===== src/rtl/stack_irq_ctrl.sv =====
// rtl/stack_irq_ctrl.sv - return-address stack sequencer with prioritised interrupt entry/exit
module stack_irq_ctrl #(
    parameter int                N_IRQ    = 4,
    parameter int                ADDR_W   = 10,
    parameter int                DEPTH    = 15,
    parameter logic [ADDR_W-1:0] VEC_BASE = 10'h3F0,
    localparam int               DEPTH_W  = $clog2(DEPTH + 1),
    localparam int               ID_W     = (N_IRQ > 1) ? $clog2(N_IRQ) : 1
) (
    input  logic               clk,
    input  logic               reset,
    input  logic [N_IRQ-1:0]   irq,
    input  logic [N_IRQ-1:0]   irq_en,
    input  logic [ADDR_W-1:0]  pc,
    input  logic               cpu_call,
    input  logic               cpu_ret,
    input  logic               reti_flag,
    input  logic               err_clr,
    input  logic [ADDR_W-1:0]  stk_dout,
    output logic               stk_push,
    output logic               stk_pop,
    output logic               stk_intr,
    output logic [ADDR_W-1:0]  stk_din,
    output logic               pc_load,
    output logic [ADDR_W-1:0]  pc_target,
    output logic               stall,
    output logic [N_IRQ-1:0]   irq_ack,
    output logic [N_IRQ-1:0]   in_service,
    output logic [DEPTH_W-1:0] depth,
    output logic               err_ovf,
    output logic               err_unf
);

    typedef enum logic [1:0] {
        IDLE     = 2'd0,
        INT_PUSH = 2'd1,
        INT_VEC  = 2'd2
    } state_t;

    state_t            state;
    logic [ID_W-1:0]   id;

    logic [N_IRQ-1:0]  pend;
    logic [ID_W-1:0]   pend_idx;
    logic [ID_W-1:0]   svc_idx;
    logic              irq_elig;
    logic              full;
    logic              empty;
    logic              take_irq;
    logic              do_ret;
    logic              do_call;
    logic              ovf_evt;
    logic              unf_evt;

    // Pending/eligibility decode: lowest index wins, nesting only above the best in-service line
    always_comb begin
        pend     = irq & irq_en & ~in_service;
        pend_idx = '0;
        svc_idx  = '0;
        for (int i = N_IRQ - 1; i >= 0; i--) begin
            if (pend[i]) begin
                pend_idx = ID_W'(i);
            end
            if (in_service[i]) begin
                svc_idx = ID_W'(i);
            end
        end
        irq_elig = (|pend) && ((in_service == '0) || (pend_idx < svc_idx));
        full     = (depth == DEPTH_W'(DEPTH));
        empty    = (depth == '0);
        take_irq = (state == IDLE) && irq_elig && !full;
        do_ret   = (state == IDLE) && !take_irq && cpu_ret && !empty;
        do_call  = (state == IDLE) && !take_irq && !cpu_ret && cpu_call && !full;
        ovf_evt  = (state == IDLE) && full && (irq_elig || (cpu_call && !cpu_ret));
        unf_evt  = (state == IDLE) && !take_irq && cpu_ret && empty;
    end

    // Strobes and PC load decoded from state; ret/call respond in the same cycle they are seen
    always_comb begin
        stk_push  = 1'b0;
        stk_pop   = 1'b0;
        stk_intr  = 1'b0;
        stk_din   = '0;
        pc_load   = 1'b0;
        pc_target = '0;
        stall     = 1'b0;
        irq_ack   = '0;
        if (!reset) begin
            stk_din = pc;
            case (state)
                IDLE: begin
                    if (take_irq) begin
                        stall = 1'b1;
                    end else if (do_ret) begin
                        pc_load   = 1'b1;
                        pc_target = stk_dout;
                        stk_pop   = 1'b1;
                        stk_intr  = reti_flag;
                    end else if (do_call) begin
                        stk_push = 1'b1;
                    end
                end
                INT_PUSH: begin
                    stk_push = 1'b1;
                    stall    = 1'b1;
                end
                INT_VEC: begin
                    pc_load   = 1'b1;
                    pc_target = VEC_BASE + ADDR_W'(id);
                    irq_ack   = N_IRQ'(1) << id;
                    stall     = 1'b1;
                end
                default: begin
                    stall = 1'b0;
                end
            endcase
        end
    end

    // Sequencer state, stack depth, in-service set and sticky error flags
    always_ff @(posedge clk or posedge reset) begin
        if (reset) begin
            state      <= IDLE;
            id         <= '0;
            depth      <= '0;
            in_service <= '0;
            err_ovf    <= 1'b0;
            err_unf    <= 1'b0;
        end else begin
            err_ovf <= ovf_evt | (err_ovf & ~err_clr);
            err_unf <= unf_evt | (err_unf & ~err_clr);
            case (state)
                IDLE: begin
                    if (take_irq) begin
                        id    <= pend_idx;
                        state <= INT_PUSH;
                    end else if (do_ret) begin
                        depth <= depth - DEPTH_W'(1);
                        if (reti_flag) begin
                            in_service <= in_service & (in_service - N_IRQ'(1));
                        end
                    end else if (do_call) begin
                        depth <= depth + DEPTH_W'(1);
                    end
                end
                INT_PUSH: begin
                    depth <= depth + DEPTH_W'(1);
                    state <= INT_VEC;
                end
                INT_VEC: begin
                    in_service[id] <= 1'b1;
                    state          <= IDLE;
                end
                default: begin
                    state <= IDLE;
                end
            endcase
        end
    end

endmodule

===== config.mk =====
export PLATFORM = sky130hd
export DESIGN_NAME = stack_irq_ctrl
export DESIGN_NICKNAME = d
export VERILOG_FILES = /design/src/rtl/stack_irq_ctrl.sv
export SDC_FILE = /design/constraint.sdc
export NUM_CORES = 1
export LEC_CHECK = 0
export ABC_CLOCK_PERIOD_IN_PS = 3600
export BUFFER_PORTS_ARGS = -buffer_cell sky130_fd_sc_hd__buf_2
export CORE_ASPECT_RATIO = 1.2
export CORE_MARGIN = 2
export CORE_UTILIZATION = 43
export DETAILED_ROUTE_END_ITERATION = 6
export GPL_ROUTABILITY_DRIVEN = 0
export GPL_TIMING_DRIVEN = 0
export PLACE_DENSITY = 0.85
export SLEW_MARGIN = 20
export SYNTH_ARGS = -nofsm -noshare
export SYNTH_HDL_FRONTEND = slang
export SYNTH_SLANG_ARGS = --single-unit

===== constraint.sdc =====
create_clock -name clk -period 3.6 [get_ports clk]
set_input_delay 0.54 -clock clk [delete_from_list [all_inputs] [get_ports clk]]
set_output_delay 0.54 -clock clk [all_outputs]
set_load 0.005 [all_outputs]

Word level (Yosys, flattened, before mapping)
Index checks and enable logic that the tools add are counted.
{"block": "totals", "word_cells": 107, "register_bits": 14}
{"block": "classes", "n_shift": 1, "order_cmp": 3, "eq_ne": 8, "n_bitwise": 10, "n_mux": 45, "add_sub_neg": 4, "n_reduce_logical": 30}
{"operator": "10-bit 2-to-1 mux", "count": 4}
{"operator": "4-bit 2-to-1 mux", "count": 8}
{"operator": "10-bit case mux with 2 select lines", "count": 1}
{"operator": "2-bit 2-to-1 mux", "count": 9}
{"operator": "1-bit 2-to-1 mux", "count": 16}
{"operator": "4-bit case mux with 2 select lines", "count": 2}
{"operator": "1-bit logical AND", "count": 14}
{"operator": "4-bit bitwise AND", "count": 3}
{"operator": "4-bit zero test", "count": 2}
{"operator": "2-bit inequality test, second input constant", "count": 4}
{"operator": "4-bit by 1-bit subtractor with 4-bit output, second input constant", "count": 2}
{"operator": "5-bit by 3-bit adder with 6-bit output, first input constant", "count": 1}
{"operator": "1-bit case mux with 2 select lines", "count": 3}
{"operator": "4-bit by 1-bit adder with 4-bit output, second input constant", "count": 1}
{"operator": "4-bit == test, second input constant", "count": 1}
{"operator": "1-bit zero test", "count": 4}
{"operator": "4-bit NOT", "count": 1}
{"operator": "4-bit OR", "count": 1}
{"operator": "2-bit case mux with 2 select lines", "count": 1}
{"operator": "4-bit AND reduction", "count": 1}
{"operator": "2-bit nonzero test", "count": 2}
{"operator": "4-bit OR reduction", "count": 1}
{"operator": "1-bit by 2-bit << shifter with 4-bit output, first input constant", "count": 1}
{"operator": "2-bit by 3-bit less-than comparator with 1-bit output, second input constant", "count": 1}
{"operator": "other kinds (14)", "count": 17}

Longest topological paths before layout
{"block": "logic_depth", "word_depth": 21, "mapped_depth": 12}

Least setup slack after synthesis
Ideal clock, no wire load.
{"block": "synth_timing", "kind": "register to output", "startpoint": "register in_service[1]", "endpoint": "output pc_load", "n_path_buf": 1, "stages_incl_launch_ff": 12, "required_time_ns": 3.060, "slack_ns": 0.687, "t_arrival_ns": 2.373, "cell_sequence": "dfrtp_1 -> nand3b_1 -> nand2_1 -> a21oi_1 -> ha_1 -> o21a_1 -> o32ai_1 -> o221ai_2 -> o211a_1 -> and2_1 -> clkbuf_1 -> or2_1"}
{"block": "synth_between", "elab_chain_len": 17, "word_cells_on_any_way": 21, "classes_between": "order compare: 1; mux: 8; bitwise: 2; reduce/logical: 10"}
{"item": "start, declared", "line": "28", "text": "output logic [N_IRQ-1:0] in_service,"}
{"item": "start signal, assigned", "line": "140", "text": "in_service <= in_service & (in_service - N_IRQ'(1));"}
{"item": "4-bit NOT (*)", "line": "57", "text": "pend = irq & irq_en & ~in_service;"}
{"item": "4-bit bitwise AND (*)", "line": "57"}
{"item": "2-bit 2-to-1 mux (*) (2 in series)", "line": "61", "text": "if (pend[i]) begin"}
{"item": "via pend_idx[1]", "line": "44", "text": "logic [ID_W-1:0] pend_idx;"}
{"item": "2-bit less-than comparator (*)", "line": "68", "text": "irq_elig = (|pend) && ((in_service == '0) || (pend_idx < svc_idx));"}
{"item": "1-bit logical OR (*)", "line": "68"}
{"item": "1-bit logical AND (*)", "line": "68"}
{"item": "1-bit logical AND (*) (2 in series)", "line": "71", "text": "take_irq = (state == IDLE) && irq_elig && !full;"}
{"item": "1-bit zero test", "line": "72", "text": "do_ret = (state == IDLE) && !take_irq && cpu_ret && !empty;"}
{"item": "1-bit logical AND (3 in series)", "line": "72"}
{"item": "1-bit 2-to-1 mux", "line": "94", "text": "end else if (do_ret) begin"}
{"item": "1-bit 2-to-1 mux (*)", "line": "92", "text": "if (take_irq) begin"}
{"item": "1-bit case mux with 2 select lines (*)", "line": "90", "text": "case (state)"}
{"item": "1-bit 2-to-1 mux (*)", "line": "88", "text": "if (!reset) begin"}
{"item": "end, declared", "line": "24", "text": "output logic pc_load,"}
The timed path passes the listed nets; every way through them passes the cells marked *.

Worst setup path after layout
Ends and elaborated chain as after synthesis.

==> flow_metrics.tcl <==
set metrics [dict create \
    clkSlewWorstSetupHoldPaths_ns 0.09 \
    power.leakage_nw 0.921 \
    nFillCells 241 \
    insertion_delay_ns 0.29 \
    postCtsHoldBufs 0 \
    drive_above_1_share_pct 39.8 \
    ys_seq_area_share_pct 30.0 \
    grt_max_degree 19 \
    async_flop_share_pct 100 \
    reg2reg_slack_ns 0.70 \
    peakVddDrop_mv 0.475 \
    antenna_found_initial 0 \
    fin_skew_ns 0.00757 \
    cp_cell_sequence "nand3b_1, nand2_1, a21oi_1, ha_1, o21a_1, o32ai_2, o221ai_2, o211a_1, and2_1, or2_1, buf_2" \
    detail_route.iter0.violations 23 \
    synth.distinct_cells 38 \
    final_nets 258 \
    dieHeight_um 61.1 \
    finalMaxSlewViolations 0 \
    grt_usage_pct 20.5 \
    power_density_mw_per_mm2 692 \
    period_needed_ns 3.44 \
    rsz0062_at_grt "false" \
    synth_area_mm2 0.00117 \
    reg2reg_to "depth[2]" \
    syn_nets 181 \
    numCtsBuffers 3 \
    cp_slowest_stage_delay_ns 0.46 \
    overflow 0 \
    core-area_mm2 0.00255 \
    drc_errors 0 \
    htree_levels 1 \
    maxCapViolations 0 \
    hold_violations 0 \
    setup_viol 0 \
    path_max_fanout 9 \
    wire_per_inst_um 13.1 \
    start_util_pct 45.7 \
    stdcell_area_mm2 0.00162 \
    num_rows 20 \
    clockBufferDepth 2 \
    grt_pass1_vias 1128 \
    die_w_um 51.6 \
    slew-limit-headroom_pct 57.3 \
    rr_worst_depth 12 \
    vias 1308 \
    tns_ns 0 \
    max_freq_mhz 291 \
    worst_ep_required_time_ns 3.06 \
    dieArea_mm2 0.00315 \
    grt_pass1_wl_um 4940 \
    synth_warnings 0 \
    netlist_instances 140 \
    cts-root-buf "clkbuf_4" \
    cts.sinks 14 \
    wirelength_um 3270 \
    yosys_most_used_dff "dfrtp_1" \
    pin_count 73 \
    yosys_register_bits 14 \
    synth-edff-count 0 \
    r2r_start "in_service[1]" \
    end_kind "primary output" \
    status "complete, no violations" \
    vias_per_cell 5.25 \
    hp-class "primary input to async pin" \
    dp_hpwl_um 2540 \
    drt_first_pass_iters 4 \
    syn_area_per_cell_um2 8.34 \
    antenna_cells 0 \
    drtAntennaViolNets 0 \
    crit_type "register to primary output" \
    cp_data_arrival_time_ns 2.90 \
    tightest_slew_ns 0.639 \
    cts_tree "yes" \
    timing.critical_path.slowest_stage_cell "dfrtp_2" \
    dpl_cell_area_mm2 0.00156 \
    area_growth_pct 38.9 \
    portBuffers 71 \
    worst_setup_path_start_kind "register" \
    total_power_mw 1.12 \
    fin_crit_sh_pct 95.6 \
]
-- routing by layer --
metal	vias up	track usage, %	part of all wire, %
li1	653	-	-
met1	613	25.9	41
met2	37	35.3	53
met3	5	2.18	3.8
met4	0	9.40	1.2
met5	-	0	0
-- cells in the mapped netlist (2+ instances only) --
cell type	instances	area, µm²
o21a_1	4	30.0
clkbuf_1	5	18.8
o31ai_1	4	30.0
o21ai_0	7	35.0
nor2_1	4	15.0
nand3_1	6	30.0
ha_1	7	87.6
and3_1	4	25.0
a21oi_1	5	25.0
nor3b_1	3	22.5
dfrtp_1	14	350
nand3b_1	5	37.5
nand2_1	14	52.6
xor2_1	3	26.3
inv_1	7	26.3
nor2b_1	14	87.6
nand2b_1	2	12.5
nor3_1	5	25.0
a21o_1	8	60.1
-- layout make-up --
cell class | instances | area [µm²] | area share, %
inverters | 7 | 26.3 | 1.62
multi-input cells | 112 | 764 | 47.1
clock buffers | 4 | 36.3 | 2.24
well taps | 33 | 41.3 | 2.55
plain buffers | 6 | 30.0 | 1.85
repair buffers | 73 | 370 | 22.8
flip-flops and latches | 14 | 353 | 21.8
-- placed cells by master, fill, tap and decap left out, types with 3 or more instances in the layout --
cell and instances:
a21o_1 8, a21oi_1 5, and3_1 4, buf_2 71
clkbuf_1 4, clkbuf_4 3, dfrtp_1 12, ha_1 7
inv_1 7, nand2_1 14, nand3_1 6, nand3b_1 5
nor2_1 4, nor2b_1 14, nor3_1 5, nor3b_1 3
o21a_1 4, o21ai_0 7, o31ai_1 4, xor2_1 3
-- what timing repair did --
item,CTS,global route
cloned,0,0
resized for setup,1,2
buffers inserted,1,1
endpoints found under the setup margin,7,7
-- critical path, delay by kind of cell, from the launching register on --
kind,cells,cell delay [ns]
DFF,1,0.46
and+or+nand+nor,4,0.84
buffers and inverters,1,0.12
AOI/OAI and AO/OA,5,0.95
adders and majority gates,1,0.24
-- flip-flops by register name, summed over array words and instances (netlist names) --
signal / cells
depth: 4
in_service: 4
id: 2
state: 2
err_ovf: 1
err_unf: 1
-- stage by stage --
stage	hold slack [ns]	cells	utilization (%)	worst slack, ns
floorplan	0.478	140	-	0.687
global placement	0.474	244	61.3	0.293
detailed placement	0.473	244	61.3	0.189
CTS	0.495	249	63.3	0.0358
global route	0.508	249	63.5	0.00997
finish	0.473	249	63.5	0.158
-- where the power goes --
group          internal, mW  switching (mW)
Clock                0.0617          0.0570
Sequential            0.226          0.0825
Combinational         0.332           0.363
-- cell families (layout without fill, tap and decap cells) --
family / after synthesis / after routing / synth area share [%]
DFF: 14 / 14 / 30.0
and+or+nand+nor: 62 / 62 / 29.6
muxes: 1 / 1 / 0.965
adders and majority gates: 7 / 7 / 7.50
buffers and inverters: 14 / 90 / 5.14
AOI/OAI and AO/OA: 38 / 38 / 23.8
xor gates and xnor gates: 4 / 4 / 3.00
-- worst max path at each step --
stage | start | end | slack (ns) | cells after the start
3_3_place_gp | irq[1] | pc_load | 0.29 | 13
2_1_floorplan | in_service[1] | pc_load | 0.69 | 11
3_5_place_dp | irq_en[1] | pc_load | 0.19 | 13
5_1_grt | in_service[1] | pc_load | 0.01 | 11
6_report | in_service[1] | pc_load | 0.16 | 11
4_1_cts | in_service[0] | pc_load | 0.04 | 12
Note: power is estimated with default switching activity, not from simulation.
